===== config.mk =====
export PLATFORM = sky130hd
export DESIGN_NAME = fifo_ptr_ctrl
export DESIGN_NICKNAME = d
export VERILOG_FILES = /design/src/rtl/fifo_pkg.sv /design/src/rtl/fifo_ptr_cnt.sv /design/src/rtl/fifo_ptr_ctrl.sv
export SDC_FILE = /design/constraint.sdc
export NUM_CORES = 1
export LEC_CHECK = 0
export CORE_MARGIN = 8
export CORE_UTILIZATION = 42
export CTS_CLUSTER_SIZE = 10
export DETAILED_ROUTE_END_ITERATION = 6
export PLACE_DENSITY = 0.75
export SLEW_MARGIN = 25
export SYNTH_ARGS = -nofsm -noshare
export SYNTH_HDL_FRONTEND = slang
export SYNTH_SLANG_ARGS = --single-unit
export TNS_END_PERCENT = 5

===== constraint.sdc =====
create_clock -name clk -period 2.2 [get_ports clk]
set_clock_uncertainty 0.1 [all_clocks]
set_input_delay 0.44 -clock clk [delete_from_list [all_inputs] [get_ports clk]]
set_output_delay 0.44 -clock clk [all_outputs]
set_load 0.05 [all_outputs]

===== src/rtl/fifo_pkg.sv =====
// Shared FIFO package: default geometry and pointer type for the read-side FIFO.
package fifo_pkg;

    localparam int FIFO_ADDRBIT = 5;
    localparam int FIFO_DEPTH   = 32;
    localparam int DATA_WIDTH   = 12;

    typedef logic [FIFO_ADDRBIT:0] fifo_ptr_t;

endpackage


===== src/rtl/fifo_ptr_cnt.sv =====
// Wrap-bit pointer register: ADDRBIT+1 bits, synchronous clear beats increment.
module fifo_ptr_cnt
    import fifo_pkg::*;
#(
    parameter int ADDRBIT = FIFO_ADDRBIT
) (
    input  logic             clk,
    input  logic             rst_n,
    input  logic             clr,
    input  logic             inc,
    output logic [ADDRBIT:0] ptr
);

    logic [ADDRBIT:0] ptr_q, ptr_d;

    // All-ones wraps to zero naturally and the extra MSB toggles.
    always_comb begin
        ptr_d = ptr_q;
        if (clr)
            ptr_d = '0;
        else if (inc)
            ptr_d = ptr_q + 1'b1;
    end

    always_ff @(posedge clk or negedge rst_n) begin
        if (!rst_n)
            ptr_q <= '0;
        else
            ptr_q <= ptr_d;
    end

    assign ptr = ptr_q;

endmodule


===== src/rtl/fifo_ptr_ctrl.sv =====
// Read-side FIFO pointer/flag controller. Optional almost_full/almost_empty
// watermarks are built when FIFO_PTR_CTRL_WATERMARK_EN is defined.
module fifo_ptr_ctrl
    import fifo_pkg::*;
#(
    parameter int ADDRBIT    = FIFO_ADDRBIT,
    parameter int FIFO_DEPTH = fifo_pkg::FIFO_DEPTH,
    parameter int AFULL_TH   = 28,
    parameter int AEMPTY_TH  = 4
) (
    input  logic               clk,
    input  logic               rst_n,
    input  logic               fifo_en,
    input  logic               flush,
    input  logic               push,
    input  logic               pop,
    input  logic               clr_err,
    output logic               write_en,
    output logic               read_en,
    output logic [ADDRBIT-1:0] wraddr,
    output logic [ADDRBIT-1:0] rdaddr,
    output logic               fifofull,
    output logic               notempty,
    output logic [ADDRBIT:0]   count,
    output logic               overflow,
    output logic               underflow,
    output logic               almost_full,
    output logic               almost_empty
);

    if (FIFO_DEPTH != (1 << ADDRBIT)) begin : g_depth_chk
        $error("fifo_ptr_ctrl: FIFO_DEPTH must equal 2**ADDRBIT");
    end
    if (AFULL_TH > FIFO_DEPTH || AEMPTY_TH > FIFO_DEPTH) begin : g_th_chk
        $error("fifo_ptr_ctrl: watermark thresholds exceed FIFO_DEPTH");
    end

    logic [ADDRBIT:0] wr_ptr, rd_ptr;
    logic             overflow_q, overflow_d;
    logic             underflow_q, underflow_d;
    logic             ovf_set, udf_set;

    fifo_ptr_cnt #(.ADDRBIT(ADDRBIT)) u_wr_ptr (
        .clk   (clk),
        .rst_n (rst_n),
        .clr   (flush),
        .inc   (write_en),
        .ptr   (wr_ptr)
    );

    fifo_ptr_cnt #(.ADDRBIT(ADDRBIT)) u_rd_ptr (
        .clk   (clk),
        .rst_n (rst_n),
        .clr   (flush),
        .inc   (read_en),
        .ptr   (rd_ptr)
    );

    assign fifofull = (wr_ptr[ADDRBIT] != rd_ptr[ADDRBIT]) &&
                      (wr_ptr[ADDRBIT-1:0] == rd_ptr[ADDRBIT-1:0]);
    assign notempty = (wr_ptr != rd_ptr);
    assign count    = wr_ptr - rd_ptr;
    assign wraddr   = wr_ptr[ADDRBIT-1:0];
    assign rdaddr   = rd_ptr[ADDRBIT-1:0];

    // Flush squashes the memory strobes but not error detection.
    assign write_en = fifo_en & push & ~fifofull & ~flush;
    assign read_en  = fifo_en & pop & notempty & ~flush;
    assign ovf_set  = fifo_en & push & fifofull;
    assign udf_set  = fifo_en & pop & ~notempty;

    always_comb begin
        overflow_d  = ovf_set | (overflow_q & ~clr_err);
        underflow_d = udf_set | (underflow_q & ~clr_err);
    end

    always_ff @(posedge clk or negedge rst_n) begin
        if (!rst_n) begin
            overflow_q  <= 1'b0;
            underflow_q <= 1'b0;
        end else begin
            overflow_q  <= overflow_d;
            underflow_q <= underflow_d;
        end
    end

    assign overflow  = overflow_q;
    assign underflow = underflow_q;

`ifdef FIFO_PTR_CTRL_WATERMARK_EN
    localparam logic [ADDRBIT:0] AFULL_V  = AFULL_TH[ADDRBIT:0];
    localparam logic [ADDRBIT:0] AEMPTY_V = AEMPTY_TH[ADDRBIT:0];
    assign almost_full  = (count >= AFULL_V);
    assign almost_empty = (count <= AEMPTY_V);
`else
    assign almost_full  = 1'b0;
    assign almost_empty = 1'b0;
`endif

endmodule


==> impl_metrics.toml <==
[route]
routedWlPerCell_um = 16.0
firstDrtPassIters = 4
num_vias = 1031
drt-met1-wl_mm = 1.17
drc_errors = 0
top_layer = "met4"
met2_length_mm = 1.61
ant_nets = 0
met3_length_um = 176
drtIter0Drc = 30
via_per_inst = 5.40
routed_wl_mm = 3.06

[power_and_ir_drop]
p_per_area_nw_per_um2 = 445
p_seq_share_pct = 34.8
p_int_w = 0.000502
ir_worst_vdd_v = 0.000367
clock_power_share_pct = 24.2
combPwrFrac_pct = 41.0
p_leak_nw = 0.801
swShare_pct = 34.9
switching_power_w = 0.000270

[global_route]
grt_pass1_wl_mm = 4.75
grt_max_degree = 15
antenna_found_initial = 0
overflow = 0
grt_util_all_layers_pct = 13.8
grt_pass1_vias = 1075

[hold_path]
min_path_type = "flip-flop to flip-flop"

[layout]
regArea_um2 = 350
final_util_pct = 70.1
layout-drive-gt1-share_pct = 37.3
nNetsFinal = 177
final_common_cell = "buf_4"
multi_input_area_um2 = 742
area_growth_syn_to_layout_pct = 59.6
fillCellCount = 188
final_cells = 191
final_cell_mix = "22 x buf_4, 14 x dfrtp_1, 13 x clkdlybuf4s50_1"
n_antenna_cell = 0

[yosys]
ys_seq_elements = 14
ys_types = 40
synth.avg_cell_area_um2 = 8.91
synth_top_area_cell = "dfrtp_1"
netlist_instances = 122
synth_area_um2 = 1090
ys_seq_area_share_pct = 32.2
synth_top_area_share_pct = 32.2
yosys-top-cells-area = "dfrtp_1 32%, buf_4 8.3%, ha_1 8.1%, xnor2_1 5.6%, nand3_1 3.7%"
ys_warn_count = 0

[setup_path]
criticalPathCategory = "flip-flop to output port"
cp_max_fo = 3
regToRegSetupSlack_ps = 120
cp-end-kind = "output port"
crit_path_top_delay_cell = "dfrtp_1"
cp.arrival_ps = 1920
crit_start = "u_rd_ptr.ptr[1]$_DFFE_PN0P_"
critical_path_required_ps = 1660
crit_end = "count[5]"
r2r_end = "u_rd_ptr.ptr[4]$_DFFE_PN0P_"
setup.worst_path.start_class = "flip-flop"
reg2regPathDepth = 7
path_cells = "inv_2 -> ha_4 -> nor2b_1 -> o21a_1 -> o2111a_1 -> a211o_1 -> buf_6"
r2r_start = "u_rd_ptr.ptr[4]$_DFFE_PN0P_"
max_stage_delay_ps = 400

[placed_design]
place.port_buffers = 28
place.gp.congestion = 0.813
dp_slack_ps = -48.4
hpwl_mm = 2.30
dp_cells = 183

[sta]
slew_violations = 0
whs_ps = 407
max_slew.worst_pin.slew_ps = 654
setup_violations = 9
fmax_mhz = 407
period_needed_ps = 2460
rsz0062_at_grt = "true"
fin_crit_sh_pct = 112
slew_headroom_pct = 56.3
hold_viol = 0
setup_ws_ps = -259

[cts]
clk_path_buf_depth = 2
cts_inserted_buffers = 3
clkLatencyLatePin_ps = 280
clock_sinks = 14
cts_tree = "yes"
cts-root-buf = "clkbuf_4"
htreeDepth = 1
ctsHoldBuffers = 0
clk_pin_slew_ps = 80

[floorplan]
rows = 18
dieArea_um2 = 4470
ioPinCount = 31
die_w_um = 66.9
die_y_um = 66.9
initial_core_util_pct = 43.9
core_area_um2 = 2480

[status]
violations = "negative setup slack"
status = "finished with violations"

[run]
maxCapViolCount = 0
area by class of cell:
cell class,count,share of cell area [%]
inverter,10,2.16
multi-input combinational,84,42.8
clock buffer,4,2.09
tap,30,2.16
timing repair buffer,49,30.6
sequential,14,20.2
state kept, by name, indices dropped and copies added (netlist names):
signal        flops
overflow          1
u_rd_ptr.ptr      6
u_wr_ptr.ptr      6
underflow         1
synthesized netlist by cell type:
library cell,n
dfrtp_1,14
buf_4,12
inv_1,10
nor2_1,10
nand3_1,8
ha_1,7
xnor2_1,7
a21oi_1,6
o21ai_0,5
a31oi_1,3
nand2_1,3
nor3_1,3
and3_1,2
buf_2,2
mux2i_1,2
nand4_1,2
nor2b_1,2
o31ai_1,2
a211o_1,1
a21bo_2,1
a21o_1,1
a311oi_1,1
a32o_1,1
and2_1,1
and4_1,1
clkbuf_1,1
conb_1,1
fa_1,1
mux2_2,1
nand3b_1,1
nor3_2,1
o2111a_1,1
o21a_1,1
o21bai_1,1
o2bb2ai_1,1
o311ai_0,1
or2b_1,1
or4_1,1
xnor2_2,1
xor2_1,1
worst max-delay path, delay by kind of cell (launching register included):
kind / cells / cell delay (ps)
AO/OA/AOI/OAI: 3 / 680
flip-flops: 1 / 400
AND/OR/NAND/NOR: 1 / 120
buffers and inverters: 2 / 230
adder cells (fa/ha/maj): 1 / 200
power by group through the flow:
stage	logic, W	clock network [W]	registers [W]
2_1_floorplan	0.000155	0	0.000285
3_3_place_gp	0.000288	0	0.000272
3_5_place_dp	0.000291	0	0.000273
4_1_cts	0.000311	0.000192	0.000269
5_1_grt	0.000332	0.000206	0.000270
6_report	0.000317	0.000186	0.000269
what timing repair did:
item,4_1_cts,5_1_grt
pin swaps,11,5
gates resized for setup,16,8
setup endpoints to repair,8,10
buffers inserted,4,0
worst min path at each step:
stage | startpoint | endpoint | slack (ps) | cells after the start
floorplan | rst_n | overflow$_DFF_PN0_ | 40 | 0
global placement | underflow$_DFF_PN0_ | underflow$_DFF_PN0_ | 370 | 1
detailed placement | overflow$_DFF_PN0_ | overflow$_DFF_PN0_ | 390 | 1
CTS | overflow$_DFF_PN0_ | overflow$_DFF_PN0_ | 410 | 1
global route | overflow$_DFF_PN0_ | overflow$_DFF_PN0_ | 440 | 1
finish | overflow$_DFF_PN0_ | overflow$_DFF_PN0_ | 410 | 1
stage by stage:
| step | power (W) | setup TNS, ps | area, um^2 |
|---|---|---|---|
| 2_1_floorplan | 0.000440 | -804 | 1120 |
| 3_3_place_gp | 0.000560 | 0 | 1550 |
| 3_5_place_dp | 0.000564 | -49.2 | 1550 |
| 4_1_cts | 0.000772 | -1210 | 1690 |
| 5_1_grt | 0.000807 | -1560 | 1740 |
| 6_report | 0.000772 | -956 | 1740 |
cells by family after synthesis:
| kind of cell | after synthesis | share of synthesized area, % |
|---|---|---|
| xor+xnor | 9 | 7.94 |
| other cells | 1 | 0.345 |
| buf+inv | 25 | 13.0 |
| flops | 14 | 32.2 |
| simple gates | 36 | 17.4 |
| compound gates | 26 | 16.3 |
| mux | 3 | 2.88 |
| fa+ha+maj | 8 | 9.90 |
routing by layer:
metal	vias up	global-route usage, %
li1	496	-
met1	497	14.0
met2	29	25.3
met3	9	2.18
met4	0	9.14
met5	-	0
No activity file was read; power rests on OpenSTA's default activity.
